`config.mk`:
```
export PLATFORM = sky130hd
export DESIGN_NAME = alu_frame_ctrl_flat
export DESIGN_NICKNAME = d
export VERILOG_FILES = /design/src/rtl/alu_frame_pkg.sv /design/src/rtl/alu_frame_ctrl_if.sv /design/src/rtl/alu_frame_ctrl_timer.sv /design/src/rtl/alu_frame_ctrl.sv /design/src/flat_wrapper.sv
export SDC_FILE = /design/constraint.sdc
export NUM_CORES = 1
export LEC_CHECK = 0
export ABC_AREA = 1
export ABC_CLOCK_PERIOD_IN_PS = 1300
export BUFFER_PORTS_ARGS = -buffer_cell sky130_fd_sc_hd__buf_2
export CAP_MARGIN = 20
export CELL_PAD_IN_SITES_DETAIL_PLACEMENT = 0
export CELL_PAD_IN_SITES_GLOBAL_PLACEMENT = 1
export CORE_MARGIN = 2
export CORE_UTILIZATION = 36
export CTS_CLUSTER_DIAMETER = 50
export DETAILED_ROUTE_END_ITERATION = 10
export PLACE_DENSITY_LB_ADDON = 0.2
export SLEW_MARGIN = 10
export SYNTH_ARGS = -nofsm -noshare
export SYNTH_HDL_FRONTEND = slang
export SYNTH_SLANG_ARGS = --single-unit
```
`constraint.sdc`:
```
create_clock -name clk -period 1.3 [get_ports clk]
set_input_delay 0.065 -clock clk [delete_from_list [all_inputs] [get_ports clk]]
set_output_delay 0.065 -clock clk [all_outputs]
set_load 0.02 [all_outputs]
```
`src/rtl/alu_frame_pkg.sv`:
```
// Shared definitions for the framed ALU command sequencer: FSM state
// encoding, response status bytes and the default frame sync marker.
package alu_frame_pkg;

   typedef enum logic [2:0] {
      S_IDLE      = 3'd0,
      S_GET_A     = 3'd1,
      S_GET_B     = 3'd2,
      S_GET_OP    = 3'd3,
      S_GET_CHK   = 3'd4,
      S_EXEC      = 3'd5,
      S_SEND_STAT = 3'd6,
      S_SEND_RES  = 3'd7
   } state_t;

   localparam logic [7:0] ST_OK  = 8'hA5;
   localparam logic [7:0] ST_CHK = 8'hE1;
   localparam logic [7:0] ST_OP  = 8'hE2;

   localparam logic [7:0] DEFAULT_SYNC_BYTE = 8'h55;

   // Bad opcode has priority over checksum mismatch.
   function automatic logic [7:0] status_byte(input logic op_err, input logic chk_err);
      if (op_err)
         return ST_OP;
      else if (chk_err)
         return ST_CHK;
      else
         return ST_OK;
   endfunction

endpackage

```
`src/rtl/alu_frame_ctrl_if.sv`:
```
// Bus bundle between the frame sequencer, the UART FIFOs and the ALU.
//
// Handshake semantics:
//   RX side: a byte is transferred on a rising edge where o_rd=1; o_rd is
//   only ever raised while i_rx_empty=0 (i_rx_empty acts as inverse valid,
//   o_rd as ready+pop), and i_rx_data is the FIFO head sampled on that edge.
//   TX side: a byte is transferred on a rising edge where o_wr=1; o_wr is
//   only ever raised while i_tx_full=0 (i_tx_full acts as inverse ready),
//   and o_tx_data carries the byte for that same edge.
// o_dbg_state exposes the sequencer FSM state for checkers.
interface alu_frame_ctrl_if #(
   parameter int BUS_SIZE = 8,
   parameter int OP_SIZE  = BUS_SIZE - 2
);
   import alu_frame_pkg::*;

   logic [BUS_SIZE-1:0] i_rx_data;
   logic                i_rx_empty;
   logic                o_rd;
   logic                i_tx_full;
   logic                o_wr;
   logic [BUS_SIZE-1:0] o_tx_data;
   logic [BUS_SIZE-1:0] o_opA;
   logic [BUS_SIZE-1:0] o_opB;
   logic [OP_SIZE-1:0]  o_opCode;
   logic [BUS_SIZE-1:0] i_result;
   logic                o_busy;
   logic                o_timeout;
   state_t              o_dbg_state;

   modport master (
      input  i_rx_data, i_rx_empty, i_tx_full, i_result,
      output o_rd, o_wr, o_tx_data, o_opA, o_opB, o_opCode,
             o_busy, o_timeout, o_dbg_state
   );

   modport slave (
      output i_rx_data, i_rx_empty, i_tx_full, i_result,
      input  o_rd, o_wr, o_tx_data, o_opA, o_opB, o_opCode,
             o_busy, o_timeout, o_dbg_state
   );

endinterface

```
`src/rtl/alu_frame_ctrl_timer.sv`:
```
// Inter-byte timeout counter. Counts enabled cycles, restarts on clear,
// and raises expire_o for one cycle when the count reaches
// TIMEOUT_CYCLES-1 (then restarts on its own).
module frame_timer #(
   parameter int TIMEOUT_CYCLES = 1000000
) (
   input  logic clk,
   input  logic reset,
   input  logic clear_i,
   input  logic en_i,
   output logic expire_o
);

   localparam int CW = (TIMEOUT_CYCLES > 2) ? $clog2(TIMEOUT_CYCLES) : 1;
   localparam logic [CW-1:0] LAST = CW'(TIMEOUT_CYCLES - 1);

   logic [CW-1:0] cnt_q, cnt_d;

   // Expire detection and next count; clear has priority over counting.
   always_comb begin
      expire_o = en_i & ~clear_i & (cnt_q == LAST);
      cnt_d    = cnt_q;
      if (clear_i || expire_o)
         cnt_d = '0;
      else if (en_i)
         cnt_d = cnt_q + CW'(1);
   end

   // Count register.
   always_ff @(posedge clk or negedge reset) begin
      if (!reset)
         cnt_q <= '0;
      else
         cnt_q <= cnt_d;
   end

endmodule

```
`src/rtl/alu_frame_ctrl.sv`:
```
// Framed command sequencer between the UART RX/TX FIFOs and the ALU.
// Hunts for SYNC_BYTE, collects A, B, OP (and CHK when
// ALU_FRAME_CHECKSUM_EN is defined), runs the ALU for one cycle and
// returns a status byte followed by the result byte. A stalled frame is
// dropped after TIMEOUT_CYCLES idle cycles so the stream cannot stay
// misaligned.
module alu_frame_ctrl
   import alu_frame_pkg::*;
#(
   parameter int                  BUS_SIZE       = 8,
   parameter int                  OP_SIZE        = BUS_SIZE - 2,
   parameter logic [BUS_SIZE-1:0] SYNC_BYTE      = BUS_SIZE'(DEFAULT_SYNC_BYTE),
   parameter int                  TIMEOUT_CYCLES = 1000000
) (
   input  logic                  clk,
   input  logic                  reset,
   alu_frame_ctrl_if.master      bus
);

   state_t              state_q, state_d;
   logic [BUS_SIZE-1:0] opa_q, opb_q, status_q, result_q;
   logic [OP_SIZE-1:0]  opcode_q;
   logic [1:0]          op_hi_q;
   logic                timeout_q;
`ifdef ALU_FRAME_CHECKSUM_EN
   logic [BUS_SIZE-1:0] chk_q;
`endif

   logic rx_state, get_state, pop;
   logic tmr_clear, tmr_en, tmr_expire;
   logic op_err, chk_err;

   assign rx_state  = (state_q == S_IDLE) || get_state;
   assign get_state = (state_q == S_GET_A) || (state_q == S_GET_B) ||
                      (state_q == S_GET_OP) || (state_q == S_GET_CHK);
   assign pop       = rx_state & ~bus.i_rx_empty;

   // The timer only runs while waiting for the next byte of a frame.
   assign tmr_clear = pop | ~get_state;
   assign tmr_en    = get_state & ~pop;

   assign op_err = |op_hi_q;
`ifdef ALU_FRAME_CHECKSUM_EN
   assign chk_err = (chk_q != (opa_q ^ opb_q ^ {op_hi_q, opcode_q}));
`else
   assign chk_err = 1'b0;
`endif

   frame_timer #(
      .TIMEOUT_CYCLES (TIMEOUT_CYCLES)
   ) u_timer (
      .clk      (clk),
      .reset    (reset),
      .clear_i  (tmr_clear),
      .en_i     (tmr_en),
      .expire_o (tmr_expire)
   );

   // FSM next state: a pop always wins over a same-cycle timeout.
   always_comb begin
      state_d = state_q;
      case (state_q)
         S_IDLE:
            if (pop && (bus.i_rx_data == SYNC_BYTE))
               state_d = S_GET_A;
         S_GET_A:
            if (pop)             state_d = S_GET_B;
            else if (tmr_expire) state_d = S_IDLE;
         S_GET_B:
            if (pop)             state_d = S_GET_OP;
            else if (tmr_expire) state_d = S_IDLE;
         S_GET_OP:
`ifdef ALU_FRAME_CHECKSUM_EN
            if (pop)             state_d = S_GET_CHK;
`else
            if (pop)             state_d = S_EXEC;
`endif
            else if (tmr_expire) state_d = S_IDLE;
         S_GET_CHK:
            if (pop)             state_d = S_EXEC;
            else if (tmr_expire) state_d = S_IDLE;
         S_EXEC:
            state_d = S_SEND_STAT;
         S_SEND_STAT:
            if (!bus.i_tx_full)  state_d = S_SEND_RES;
         S_SEND_RES:
            if (!bus.i_tx_full)  state_d = S_IDLE;
         default:
            state_d = S_IDLE;
      endcase
   end

   // FSM state register.
   always_ff @(posedge clk or negedge reset) begin
      if (!reset)
         state_q <= S_IDLE;
      else
         state_q <= state_d;
   end

   // Operand capture on pops, status/result latch in EXEC, timeout pulse.
   always_ff @(posedge clk or negedge reset) begin
      if (!reset) begin
         opa_q     <= '0;
         opb_q     <= '0;
         opcode_q  <= '0;
         op_hi_q   <= '0;
         status_q  <= '0;
         result_q  <= '0;
         timeout_q <= 1'b0;
`ifdef ALU_FRAME_CHECKSUM_EN
         chk_q     <= '0;
`endif
      end else begin
         timeout_q <= tmr_expire;
         if (pop) begin
            case (state_q)
               S_GET_A:  opa_q <= bus.i_rx_data;
               S_GET_B:  opb_q <= bus.i_rx_data;
               S_GET_OP: begin
                  opcode_q <= bus.i_rx_data[OP_SIZE-1:0];
                  op_hi_q  <= bus.i_rx_data[BUS_SIZE-1:OP_SIZE];
               end
`ifdef ALU_FRAME_CHECKSUM_EN
               S_GET_CHK: chk_q <= bus.i_rx_data;
`endif
               default: ;
            endcase
         end
         if (state_q == S_EXEC) begin
            status_q <= BUS_SIZE'(status_byte(op_err, chk_err));
            result_q <= (op_err || chk_err) ? '0 : bus.i_result;
         end
      end
   end

   // Output decode from the state register and FIFO flags.
   always_comb begin
      bus.o_tx_data = '0;
      if (state_q == S_SEND_STAT)
         bus.o_tx_data = status_q;
      else if (state_q == S_SEND_RES)
         bus.o_tx_data = result_q;
   end

   assign bus.o_rd        = pop;
   assign bus.o_wr        = ((state_q == S_SEND_STAT) || (state_q == S_SEND_RES)) & ~bus.i_tx_full;
   assign bus.o_opA       = opa_q;
   assign bus.o_opB       = opb_q;
   assign bus.o_opCode    = opcode_q;
   assign bus.o_busy      = (state_q != S_IDLE);
   assign bus.o_timeout   = timeout_q;
   assign bus.o_dbg_state = state_q;

endmodule

```
`src/flat_wrapper.sv`:
```
// flat-port wrapper written by rule: the top's interface ports become plain ports
module alu_frame_ctrl_flat import alu_frame_pkg::*;
#(
   parameter int                  BUS_SIZE       = 8,
   parameter int                  OP_SIZE        = BUS_SIZE - 2,
   parameter logic [BUS_SIZE-1:0] SYNC_BYTE      = BUS_SIZE'(DEFAULT_SYNC_BYTE),
   parameter int                  TIMEOUT_CYCLES = 1000000
)
  (clk, reset, bus_i_rx_data, bus_i_rx_empty, bus_i_tx_full, bus_i_result, bus_o_rd, bus_o_wr, bus_o_tx_data, bus_o_opA, bus_o_opB, bus_o_opCode, bus_o_busy, bus_o_timeout, bus_o_dbg_state);
  alu_frame_ctrl_if #(.BUS_SIZE(BUS_SIZE), .OP_SIZE(OP_SIZE)) bus_i ();
  input  logic clk;
  input  logic reset;
  input wire logic [$bits(bus_i.i_rx_data)-1:0] bus_i_rx_data;
  input wire logic [$bits(bus_i.i_rx_empty)-1:0] bus_i_rx_empty;
  input wire logic [$bits(bus_i.i_tx_full)-1:0] bus_i_tx_full;
  input wire logic [$bits(bus_i.i_result)-1:0] bus_i_result;
  output wire logic [$bits(bus_i.o_rd)-1:0] bus_o_rd;
  output wire logic [$bits(bus_i.o_wr)-1:0] bus_o_wr;
  output wire logic [$bits(bus_i.o_tx_data)-1:0] bus_o_tx_data;
  output wire logic [$bits(bus_i.o_opA)-1:0] bus_o_opA;
  output wire logic [$bits(bus_i.o_opB)-1:0] bus_o_opB;
  output wire logic [$bits(bus_i.o_opCode)-1:0] bus_o_opCode;
  output wire logic [$bits(bus_i.o_busy)-1:0] bus_o_busy;
  output wire logic [$bits(bus_i.o_timeout)-1:0] bus_o_timeout;
  output wire logic [$bits(bus_i.o_dbg_state)-1:0] bus_o_dbg_state;
  assign bus_i.i_rx_data = bus_i_rx_data;
  assign bus_i.i_rx_empty = bus_i_rx_empty;
  assign bus_i.i_tx_full = bus_i_tx_full;
  assign bus_i.i_result = bus_i_result;
  assign bus_o_rd = bus_i.o_rd;
  assign bus_o_wr = bus_i.o_wr;
  assign bus_o_tx_data = bus_i.o_tx_data;
  assign bus_o_opA = bus_i.o_opA;
  assign bus_o_opB = bus_i.o_opB;
  assign bus_o_opCode = bus_i.o_opCode;
  assign bus_o_busy = bus_i.o_busy;
  assign bus_o_timeout = bus_i.o_timeout;
  assign bus_o_dbg_state = bus_i.o_dbg_state;
  alu_frame_ctrl #(.BUS_SIZE(BUS_SIZE), .OP_SIZE(OP_SIZE), .SYNC_BYTE(SYNC_BYTE), .TIMEOUT_CYCLES(TIMEOUT_CYCLES)) u_core (.clk(clk), .reset(reset), .bus(bus_i));
endmodule
```
Word level (Yosys, flattened, before mapping) --
Index checks and enable logic that the tools add are counted.
Storage, ports and cells: register bits 64, latch bits 0, RAM bits 0, bits in read-only memories 0, output and inout bits 37, word-level logic and storage cells 63, memories 0
Cells by class: add/sub/neg operators 1, $mul 0, divide/modulo/power cells 0, magnitude comparators 0, equal/unequal tests 12, shift operators 0, multiplexer cells 14, bitwise logic cells 11, reductions and logical operators 16
Operators by type and width (count):
- 2-to-1 mux 20 bit | 2
- 2-to-1 mux 8 bit | 3
- 2-to-1 mux 3 bit | 7
- case mux 3 bit (7 select lines) | 1
- adder 20 x 1 -> 20 bit (second input constant) | 1
- equality test 20 bit (second input constant) | 1
- equality test 3 bit (second input constant) | 4
- equality test 8 x 7 -> 1 bit (second input constant) | 1
- 2-to-1 mux 7 bit | 1
- equality test 3 x 2 -> 1 bit (second input constant) | 2
- logical OR 1 bit | 6
- != test 2 bit (second input constant) | 3
- AND reduction 2 bit | 3
- AND 1 bit | 5
- inverter 1 bit | 5
- OR reduction 2 bit | 2
- equality test 3 x 1 -> 1 bit (second input constant) | 1
- logical NOT 3 bit | 1
- AND reduction 3 bit | 1
- nonzero test 3 bit | 1
- nonzero test 2 bit | 1
- logical AND 1 bit | 1
- bitwise OR 1 bit | 1

Depth between registers and ports, before layout --
Gate-level depths: netlist (run 1).
depth after elaboration 13, depth in mapped cells 12, mapped depth without buffers 12

By module --
A second synthesis (run 1) with hierarchy kept.
Second synthesis, totals: cells, all modules 380, area total of the unflattened synthesis 2947.8 µm²
Modules (own cells, without submodules):
- alu_frame_ctrl | times used 1, cells an instance 207, area an instance 1729.2 µm²
- frame_timer | times used 1, cells an instance 173, area an instance 1218.7 µm²

Worst setup path after synthesis (run 1) --
Ideal clock, no wire load.
kind register to register, start point register u_core.state_q[0] (netlist: u_core.bus.o_dbg_state[0]), end point register u_core.state_q[1] (netlist: u_core.bus.o_dbg_state[1]), arrival time 1.401 ns, setup slack -0.220 ns, cell stages (with the launch flop) 13, clock period less this slack 1.520 ns, path through dfrtp_1 buf_2 nor2_1 nand2_2 nand2_1 nor2_2 nand3_1 nand2_1 nand2_1 nand2_1 nand2_1 nand2_1 nand2_1
On the way: cells in the longest elaborated chain, start to end 13
RTL lines:
- start, declared | RTL line alu_frame_ctrl.sv:20 | state_t state_q, state_d;
- start signal, assigned | RTL line alu_frame_ctrl.sv:98 | state_q <= state_d;
- equality test 3 x 1 -> 1 bit / equality test 3 x 2 -> 1 bit (equally long branches) | RTL line alu_frame_ctrl.sv:34, alu_frame_ctrl.sv:62
- logical OR 1 bit (2 in series) | RTL line alu_frame_ctrl.sv:34 | assign get_state = (state_q == S_GET_A) || (state_q == S_GET_B) ||
- logical OR 1 bit | RTL line alu_frame_ctrl.sv:35 | (state_q == S_GET_OP) || (state_q == S_GET_CHK);
- logical OR 1 bit | RTL line alu_frame_ctrl.sv:33 | assign rx_state = (state_q == S_IDLE) || get_state;
- AND 1 bit | RTL line alu_frame_ctrl.sv:36 | assign pop = rx_state & ~bus.i_rx_empty;
- inverter 1 bit / bitwise OR 1 bit (equally long branches) | RTL line alu_frame_ctrl.sv:40, alu_frame_ctrl.sv:39
- AND 1 bit / inverter 1 bit (equally long branches) | RTL line alu_frame_ctrl.sv:40, alu_frame_ctrl_timer.sv:21
- AND 1 bit (2 in series) | RTL line alu_frame_ctrl_timer.sv:21 | expire_o = en_i & ~clear_i & (cnt_q == LAST);
- 2-to-1 mux 3 bit
- 2-to-1 mux 3 bit, on equally long branches | RTL line alu_frame_ctrl.sv:80, alu_frame_ctrl.sv:67, alu_frame_ctrl.sv:70
- case mux 3 bit (7 select lines) | RTL line alu_frame_ctrl.sv:62 | case (state_q)
Several ways; a longest one is shown, not always the timed one. A chain may end at the register's enable or synchronous reset.

Worst setup path in the final report (run 1) --
start point register u_core.state_q[1] (netlist: u_core.bus.o_dbg_state[1]), end point output port bus_o_rd
On the way: cells in the longest elaborated chain, start to end 6
RTL lines:
- equality test 3 x 1 -> 1 bit / equality test 3 x 2 -> 1 bit (equally long branches) | RTL line alu_frame_ctrl.sv:34
- logical OR 1 bit (2 in series) | RTL line alu_frame_ctrl.sv:34
- logical OR 1 bit | RTL line alu_frame_ctrl.sv:35
- logical OR 1 bit (*) | RTL line alu_frame_ctrl.sv:33
- AND 1 bit (*) | RTL line alu_frame_ctrl.sv:36
- end, declared | RTL line flat_wrapper.sv:17 | output wire logic [$bits(bus_i.o_rd)-1:0] bus_o_rd;
Every way passes the cells marked *; elsewhere a longest branch is shown, timed or not.

==> impl_metrics.env, run 1 <==
export IMPL_ant_nets=0
export IMPL_synth_seq_area_share_pct=51.8
export IMPL_period_share_pct=125
export IMPL_synth_edf_count=0
export IMPL_dr_total_vias=2816
export IMPL_grt_total_usage_pct=18.9
export IMPL_synthAdderAreaFrac_pct=0.439
export IMPL_synth_cells=342
export IMPL_drt_iter0_markers=84
export IMPL_final_layout_size_suffix_gt1_share_pct=53.9
export IMPL_cts_sinks=59
export IMPL_synth_flop_cell="dfrtp_1"
export IMPL_cp_max_fo=3
export IMPL_clockBufferDepth=2
export IMPL_power_density_mw_per_mm2=1090
export IMPL_synth_area_mm2=0.00285
export IMPL_nFillCells=652
export IMPL_synth_xor_area_share_pct=1.54
export IMPL_initial_utilization_pct=37.0
export IMPL_area_delta_synth_final_pct=70.1
export IMPL_grt_pass1_wl_mm=12.7
export IMPL_max_freq_mhz=618
export IMPL_peakVddDrop_mv=0.751
export IMPL_die_y_um=92.9
export IMPL_synth_area_mux_share_pct=0
export IMPL_fp_coreArea_mm2=0.00769
export IMPL_synth_fp_nets=363
export IMPL_dp_hpwl_mm=5.07
export IMPL_cts_tree="yes"
export IMPL_io_buffer_count=56
export IMPL_finalClockSkew_ns=0.00900
export IMPL_dieArea_mm2=0.00864
export IMPL_grt_max_degree=60
export IMPL_viasPerCell=4.65
export IMPL_end_kind="output port"
export IMPL_synth_seq_cells=59
export IMPL_antenna_found_initial=0
export IMPL_critPathLaunchType="flop"
export IMPL_total_power_uw=5290
export IMPL_ys_async_sr_fraction_pct=100
export IMPL_worst_slack_ns=-0.319
export IMPL_root_buffer="clkbuf_8"
export IMPL_synth_top_family_by_area="simple AND/OR/NAND/NOR gates"
export IMPL_clock_tree_htree_level_count=3
export IMPL_rsz0062_at_grt="yes"
export IMPL_path_class="reg2out"
export IMPL_yosysWarnings=0
export IMPL_routed_wl_mm=8.28
export IMPL_rows=32
export IMPL_tightest_slew_ns=0.328
export IMPL_syn_area_per_cell_um2=8.33
export IMPL_ys_types=35
export IMPL_setup_violations=69
export IMPL_maxSlewViolCount=0
export IMPL_cellLeakagePower_uw=0.00236
export IMPL_utilization_pct=63.0
export IMPL_grt_pass1_vias=2701
export IMPL_grt_ovfl_total=0
export IMPL_synthSimpleGateAreaFrac_pct=27.8
export IMPL_insertion_delay_ns=0.35
export IMPL_clk_pin_slew_ns=0.07
export IMPL_fp_dieW_um=92.9
export IMPL_n_antenna_cell=0
export IMPL_gp_congestion=0.884
export IMPL_finish_net_count=519
export IMPL_drc_errors=0
export IMPL_synth_compound_area_share_pct=10.6
export IMPL_hold_slack_ns=0.0114
export IMPL_ios=57
export IMPL_drt_pass1_iter_count=4
export IMPL_arrival_ns=1.55
export IMPL_slew_headroom_pct=77.9
export IMPL_wl_per_cell_um=13.7
export IMPL_hold_violations=0
export IMPL_violations="negative setup slack"
export IMPL_fin_crit_ns=1.62
export IMPL_worstPathRequired_ns=1.24
export IMPL_numCtsBuffers=9
export IMPL_maxCapViolCount=0
export IMPL_min_delay_path_class="in2reg"
export IMPL_status="complete, but fails checks"
-- final timing paths --
path | from | endpoint | slack, ns | cells past startpoint
worst min register to register | u_core.bus.o_opB[1] | u_core.bus.o_opB[1] | 0.49 | 2
worst min-delay path | bus_i_rx_data[0] | u_core.bus.o_opCode[0] | 0.01 | 3
worst max register to register | u_core.u_timer.cnt_q[0] | u_core.bus.o_dbg_state[2] | -0.30 | 11
worst max-delay path | u_core.bus.o_dbg_state[1] | bus_o_rd | -0.32 | 6
max in group asynchronous | reset | u_core.bus.o_dbg_state[2] | 0.76 | 3
min in group asynchronous | reset | u_core.u_timer.cnt_q[18] | 0.26 | 3
-- state kept, by name, indices dropped and copies added, names as in the netlist --
name	flops
u_core.bus.o_opB	8
u_core.status_q	3
u_core.op_hi_q	2
u_core.bus.o_timeout	1
u_core.u_timer.cnt_q	20
u_core.bus.o_opA	8
u_core.result_q	8
u_core.bus.o_opCode	6
u_core.bus.o_dbg_state	3
-- final cells by class --
| type | instances | area [um2] | area share [%] |
|---|---|---|---|
| repair buffers | 150 | 1190 | 24.6 |
| clock buffers | 10 | 138 | 2.84 |
| well taps | 102 | 128 | 2.63 |
| clock inverters | 6 | 88.8 | 1.83 |
| repair inverters | 1 | 8.76 | 0.181 |
| multi-input cells | 230 | 1620 | 33.4 |
| flip-flops and latches | 59 | 1480 | 30.6 |
| inverters | 47 | 194 | 4.00 |
-- per-stage QoR --
step | TNS, ns | setup slack [ns] | std cells | instance area [um2]
2_1_floorplan | -1.75 | -0.132 | 342 | 2960
3_3_place_gp | -3.92 | -0.221 | 548 | 3750
3_5_place_dp | -5.29 | -0.243 | 548 | 3750
6_report | -12.18 | -0.319 | 605 | 4840
4_1_cts | -8.13 | -0.249 | 585 | 4270
5_1_grt | -17.24 | -0.461 | 605 | 4840
-- layer usage --
metal,wire [um],up-vias,track usage [%]
li1,-,1416,-
met1,3780,1338,25.4
met2,4060,52,29.7
met3,318,10,4.88
met4,124,0,6.74
met5,0,-,0
-- critical path, stage by stage (launching register included) --
cell,delay (ns)
dfrtp_2,0.44
buf_6,0.14
o21ai_4,0.16
buf_4,0.13
inv_2,0.05
nor2_4,0.15
buf_6,0.13
-- cell usage in the layout (no fill, tap or decap), drive strengths merged, types with 2 or more instances in the layout --
cell type	n
nor4	4
nand2	83
a21oi	7
dfrtp	59
xor2	4
o22ai	6
clkbuf	11
nor3	11
dlygate4sd3	9
clkinv	4
buf	140
nand3	16
nand4	4
inv	46
clkinvlp	2
nor2	46
o21ai	41
bufinv	2
-- logic make-up (layout without fill, tap and decap cells) --
kind of cell,after synthesis,count (layout)
AOI/OAI and AO/OA,57,57
DFF,59,59
and+or+nand+nor,165,167
xor gates and xnor gates,5,5
adders and majority gates,1,1
buffers and inverters,55,214
-- where the power goes --
group	switching, uW	internal [uW]
registers	125	1980
clock network	822	1130
logic	679	546
total	1630	3660
-- synthesized netlist by cell type, drive strengths merged (4+ instances only) --
| cell type | count | share of area [%] |
|---|---|---|
| a21oi | 7 | 1.2 |
| buf | 5 | 1.2 |
| dfrtp | 59 | 52 |
| inv | 45 | 5.9 |
| nand2 | 81 | 11 |
| nand3 | 16 | 3.6 |
| nand4 | 4 | 0.88 |
| nor2 | 46 | 7.9 |
| nor3 | 11 | 2.3 |
| nor4 | 4 | 0.88 |
| o21ai | 41 | 7.2 |
| o22ai | 6 | 1.3 |
| xor2 | 4 | 1.2 |
-- timing repair --
item | CTS | global route
gates cloned | 2 | 3
hold buffers | 9 | 0
pin swaps | 6 | 28
endpoints found under the setup margin | 51 | 71
buffers inserted | 10 | 18
endpoints found under the hold margin | 67 | 0
gates resized for setup | 45 | 137
Note: power is estimated with default switching activity, not from simulation.
==> inputs of run 2 (changes only) <==
Settings changed: ABC_CLOCK_PERIOD_IN_PS 1300 to 2100, CORE_UTILIZATION 36 to 43.
Clock period 1.3 ns to 2.1 ns, I/O delays scaled along.
==> run 2 against run 1 <==
  * The flow now finishes without violations
  * Clock skew shrank 0.0023 ns
  * Highest routed layer unchanged
  * Sequential share of layout area up 12 points
  * Count of clock-buffer cells in the layout did not move
  * Global-route usage rose by 0.077 points
  * Hold slack better by 0.059 ns
  * Worst setup slack improved by 0.52 ns
  * Sequential power is 39% lower
  * Via count shrank 13%
  * Routed wire length down 23%
==> impl_metrics.env, run 2 (synthesis results as in run 1) <==
export IMPL_status="finished clean"
export IMPL_fp_coreArea_mm2=0.00639
export IMPL_tightest_slew_ns=0.583
export IMPL_dp_hpwl_mm=4.66
export IMPL_grt_pass1_wl_mm=10.9
export IMPL_top_usage_layer="met2"
export IMPL_crit_slowest_cell="dfrtp_1"
export IMPL_finalClockSkew_ns=0.00674
export IMPL_initial_utilization_pct=44.6
export IMPL_finish_net_count=434
export IMPL_viasPerCell=4.95
export IMPL_maxCapViolCount=0
export IMPL_use_met2_pct=29.0
export IMPL_cts_tree="yes"
export IMPL_final_cell_mix="75 x nand2_1, 59 x dfrtp_1, 56 x buf_2, 37 x inv_1, 37 x nor2_1"
export IMPL_min_delay_path_class="in2reg"
export IMPL_fp_dieW_um=85.4
export IMPL_n_antenna_cell=0
export IMPL_hold_violations=0
export IMPL_max_stage_delay_ns=0.55
export IMPL_regMostFlops="u_core.u_timer.cnt_q"
export IMPL_area_delta_synth_final_pct=23.2
export IMPL_place_ws_ns=0.335
export IMPL_seq_area_mm2=0.00148
export IMPL_arrival_ns=1.79
export IMPL_nFillCells=625
export IMPL_worst_slack_ns=0.204
export IMPL_drt_iter0_markers=99
export IMPL_ant_nets=0
export IMPL_peakVddDrop_mv=0.457
export IMPL_grt_total_usage_pct=19.0
export IMPL_largest_register_ffs=20
export IMPL_wl_per_cell_um=12.9
export IMPL_grt_max_degree=24
export IMPL_period_share_pct=90.3
export IMPL_insertion_delay_ns=0.33
export IMPL_dr_total_vias=2446
export IMPL_cp_max_fo=10
export IMPL_fin_crit_ns=1.90
export IMPL_crit_family="buffers and inverters"
export IMPL_rows=29
export IMPL_clockBufferDepth=2
export IMPL_slew_headroom_pct=61.0
export IMPL_clk_pin_slew_ns=0.07
export IMPL_grt_pass1_vias=2394
export IMPL_antenna_found_initial=0
export IMPL_worstPathRequired_ns=2.00
export IMPL_grt_ovfl_total=0
export IMPL_gr_usage_met3_pct=4.09
export IMPL_ios=57
export IMPL_max_freq_mhz=527
export IMPL_numCtsBuffers=9
export IMPL_cts_resized=0
export IMPL_rsz0062_at_grt="no"
export IMPL_drc_errors=0
export IMPL_critPathLaunchType="flop"
export IMPL_end_kind="output port"
export IMPL_final_layout_size_suffix_gt1_share_pct=24.7
export IMPL_path_class="reg2out"
export IMPL_final_setup_tns_ns=0
export IMPL_cp_buffers_inverters=3
export IMPL_io_buffer_count=56
export IMPL_layoutNonFillerInstCount=494
export IMPL_gp_congestion=0.854
export IMPL_setup_violations=0
export IMPL_multi_input_area_mm2=0.00115
export IMPL_root_buffer="clkbuf_8"
export IMPL_routed_wl_mm=6.36
export IMPL_utilization_pct=54.9
export IMPL_clock_tree_htree_level_count=3
export IMPL_dp_cells=470
export IMPL_cellLeakagePower_uw=0.00178
export IMPL_drt_pass1_iter_count=4
export IMPL_path_cells="inv_2 -> nor2_1 -> clkinv_1 -> o22ai_1 -> buf_2"
export IMPL_die_y_um=85.4
export IMPL_dieArea_mm2=0.00729
export IMPL_power_density_mw_per_mm2=824
export IMPL_final_common_cell="nand2_1"
export IMPL_use_met1_pct=26.2
export IMPL_maxSlewViolCount=0
export IMPL_cts_sinks=59
[run 2: cell count changes in the layout (fill, tap and decap cells not counted), sizes merged]
| cell | delta |
|---|---|
| buf | -81 |
| nand2 | -2 |
| clkbuf | -1 |
| clkinvlp | -1 |
| inv | -1 |
[run 2: path summary, 6_finish.rpt]
path,from,slack [ns],depth (start not counted),end
setup / recovery,u_core.bus.o_dbg_state[2],0.20,5,bus_o_tx_data[2]
hold / removal,bus_i_tx_full,0.07,4,u_core.bus.o_dbg_state[0]
setup reg to reg,u_core.u_timer.cnt_q[0],0.32,10,u_core.u_timer.cnt_q[7]
hold reg to reg,u_core.status_q[5],0.48,2,u_core.status_q[5]
max in group asynchronous,reset,1.20,3,u_core.op_hi_q[1]
min in group asynchronous,reset,0.25,2,u_core.bus.o_opA[1]
[run 2: routing by layer]
| metal | wire length, um | share of wire, % |
|---|---|---|
| met3 | 222 | 3.5 |
| met5 | 0 | 0 |
| met4 | 42 | 0.66 |
| met1 | 3110 | 49 |
| met2 | 2990 | 47 |
[run 2: final cells by class]
cell class / instances / share of cell area (%)
flip-flops and latches: 59 / 42.1
multi-input cells: 228 / 32.8
repair buffers: 68 / 11.2
inverters: 47 / 5.03
clock buffers: 10 / 3.92
well taps: 77 / 2.75
clock inverters: 5 / 2.21
[run 2: per-stage QoR]
stage	hold slack, ns	power (uW)	cell area, um2
after global placement	0.0688	1760	3200
after floorplan	-0.191	1590	2850
after CTS	0.0486	2920	3510
final	0.0709	2890	3510
after global routing	0.0668	3030	3510
after detailed placement	0.0697	1760	3200
[run 2: report_power, final]
group          internal (uW)  total [uW]  switching [uW]
registers               1230        1290            57.8
logic                    155         465             310
clock network            690        1140             450
[run 2: repair_timing]
| item | 4_1_cts | 5_1_grt |
|---|---|---|
| hold endpoints to repair | 25 | 0 |
| hold buffers | 9 | 0 |
| buffers inserted | 0 | 0 |
[run 2: worst register-to-register path: cells and delay by family (launching register included)]
family / cells / cell delay, ns
flip-flops: 1 / 0.41
buffers and inverters: 2 / 0.22
adder cells (fa/ha/maj): 1 / 0.19
AND/OR/NAND/NOR: 5 / 0.70
AO/OA/AOI/OAI: 2 / 0.15
==> inputs of run 3 (changes only) <==
Settings changed: ABC_AREA 1 to 0, CORE_UTILIZATION 43 to 45.
==> run 3 against run 2 <==
  * Worst setup slack lost 0.10 ns
  * Register-to-register slack lost 0.22 ns
  * Routed wire length shrank 7.7%
  * Power grew 55%
  * Sequential cell count is the same
  * First-iteration DRC count shrank 18%
  * Utilization grew 4.0 points
  * Largest cell class unchanged
==> impl_metrics.env, run 3 <==
export IMPL_routed_wl_mm=5.87
export IMPL_fin_crit_ns=2.00
export IMPL_dr_total_vias=2097
export IMPL_ys_async_sr_fraction_pct=100
export IMPL_final_common_cell="dfrtp_1"
export IMPL_dieArea_mm2=0.00664
export IMPL_yosysWarnings=0
export IMPL_largest_register_ffs=20
export IMPL_viasPerCell=5.20
export IMPL_arrival_ns=2.20
export IMPL_peakVddDrop_mv=0.824
export IMPL_synth_flop_cell="dfrtp_1"
export IMPL_synth_seq_cells=59
export IMPL_worstPathRequired_ns=2.31
export IMPL_maxCapViolCount=0
export IMPL_grt_ovfl_total=0
export IMPL_drc_errors=0
export IMPL_drt_iter0_markers=81
export IMPL_nFillCells=523
export IMPL_antenna_found_initial=0
export IMPL_synth_fp_nets=264
export IMPL_finalClockSkew_ns=0.00937
export IMPL_ys_types=35
export IMPL_period_share_pct=95.2
export IMPL_grt_pass1_vias=2034
export IMPL_fp_dieW_um=81.5
export IMPL_synth_edf_count=0
export IMPL_end_kind="flop"
export IMPL_rsz0062_at_grt="no"
export IMPL_n_antenna_cell=0
export IMPL_crit_slowest_cell="or4_4"
export IMPL_cp_buffers_inverters=1
export IMPL_area_delta_synth_final_pct=27.5
export IMPL_clk_pin_slew_ns=0.07
export IMPL_numCtsBuffers=9
export IMPL_hold_violations=0
export IMPL_grt_max_degree=60
export IMPL_regMostFlops="u_core.u_timer.cnt_q"
export IMPL_drt_pass1_iter_count=4
export IMPL_max_stage_delay_ns=0.57
export IMPL_synth_most_common_cell="dfrtp_1"
export IMPL_status="finished clean"
export IMPL_power_density_mw_per_mm2=1300
export IMPL_die_y_um=81.5
export IMPL_crit_family="simple AND/OR/NAND/NOR gates"
export IMPL_postLayoutCellArea_mm2=0.00345
export IMPL_maxSlewViolCount=0
export IMPL_slew_headroom_pct=72.3
export IMPL_ios=57
export IMPL_placed_area_mm2=0.00317
export IMPL_final_layout_size_suffix_gt1_share_pct=35.7
export IMPL_gp_congestion=0.770
export IMPL_path_cells="or4_1 -> or4_4 -> o21bai_4 -> buf_12 -> a21oi_1"
export IMPL_synth_top_area_share_pct=54.6
export IMPL_insertion_delay_ns=0.33
export IMPL_finish_net_count=344
export IMPL_synth_common_cells="59 x dfrtp_1, 25 x mux2_2, 20 x nor2_1, 19 x nand2_1, 11 x a21oi_1"
export IMPL_ant_nets=0
export IMPL_critPathLaunchType="flop"
export IMPL_grt_total_usage_pct=19.8
export IMPL_dp_hpwl_mm=4.00
export IMPL_cellLeakagePower_uw=0.00154
export IMPL_cts_tree="yes"
export IMPL_synth_seq_area_share_pct=54.6
export IMPL_tightest_slew_ns=0.415
export IMPL_yosysTopAreaCell="dfrtp_1"
export IMPL_initial_utilization_pct=46.2
export IMPL_total_power_uw=4490
export IMPL_min_delay_path_class="in2reg"
export IMPL_clock_tree_htree_level_count=3
export IMPL_path_class="reg2reg"
export IMPL_io_buffer_count=56
export IMPL_cp_max_fo=19
export IMPL_final_cell_mix="59 x dfrtp_1, 56 x buf_2, 25 x mux2_2, 20 x nor2_1, 19 x nand2_1"
export IMPL_clockBufferDepth=2
export IMPL_fp_coreArea_mm2=0.00585
export IMPL_yosys_top_cells_area="dfrtp_1 55%, mux2_2 10%, xnor2_1 2.9%"
export IMPL_final_setup_tns_ns=0
export IMPL_synth_cells=243
export IMPL_max_freq_mhz=500
export IMPL_grt_pass1_wl_mm=9.87
export IMPL_setup_violations=0
export IMPL_syn_area_per_cell_um2=11.1
export IMPL_root_buffer="clkbuf_8"
export IMPL_rows=28
export IMPL_cts_sinks=59
export IMPL_synth_area_mm2=0.00270
export IMPL_wl_per_cell_um=14.6
## run 3: worst register-to-register path, stage by stage (launching register included)
cell      delay (ns)
dfrtp_1         0.41
or4_1           0.53
or4_4           0.57
o21bai_4        0.15
buf_12          0.16
a21oi_1         0.05
## run 3: through the flow
step                util [%]  hold slack [ns]  setup slack [ns]  std cells
finish                  58.9           0.0150             0.101        403
global route            58.9          0.00742            0.0431        403
CTS                     58.8          0.00493            0.0984        403
detailed placement      54.1            0.136            0.0977        379
global placement        54.1            0.135             0.142        379
floorplan                  -           -0.191            0.0722        243
## run 3: cell families after synthesis
kind of cell    after synthesis  synth area share (%)
mux                          25                  10.4
simple gates                 91                  18.1
xor+xnor                     15                  4.86
compound gates               34                  8.79
buf+inv                      18                  2.78
flops                        59                  54.6
fa+ha+maj                     1                 0.463
## run 3: final cells by class
cell class,count,area (um2),area share (%)
Clock buffer,11,141,4.10
Tap cell,75,93.8,2.72
Sequential cell,59,1480,42.8
Inverter,9,33.8,0.980
Multi-Input combinational cell,166,1160,33.6
Timing Repair Buffer,78,490,14.2
Clock inverter,5,52.6,1.52
## run 3: what timing repair did
item	in CTS	in global routing
setup buffers	0	0
hold buffers	8	0
gates resized for setup	0	1
hold endpoints to repair	66	0
setup endpoints to repair	0	1
## run 3: power breakdown
group | switching, uW | total [uW] | internal (uW)
Clock | 435 | 1010 | 574
Sequential | 273 | 1790 | 1510
Combinational | 952 | 1700 | 745
## run 3: path summary, 6_finish.rpt
check,start,to,slack (ns),cells past startpoint
max,u_core.u_timer.cnt_q[11],u_core.u_timer.cnt_q[18],0.10,5
min,bus_i_result[5],u_core.result_q[5],0.02,2
max reg2reg,u_core.u_timer.cnt_q[11],u_core.u_timer.cnt_q[18],0.10,5
min reg2reg,u_core.status_q[5],u_core.status_q[5],0.48,1
max in group asynchronous,reset,u_core.status_q[6],1.50,3
min in group asynchronous,reset,u_core.bus.o_opA[2],0.33,3
## run 3: metal layers
| layer | global-route usage [%] | part of all wire (%) |
|---|---|---|
| met1 | 27.4 | 49 |
| met2 | 30.1 | 46 |
| met3 | 4.07 | 3.6 |
| met5 | 0 | 0 |
| met4 | 9.15 | 1.6 |
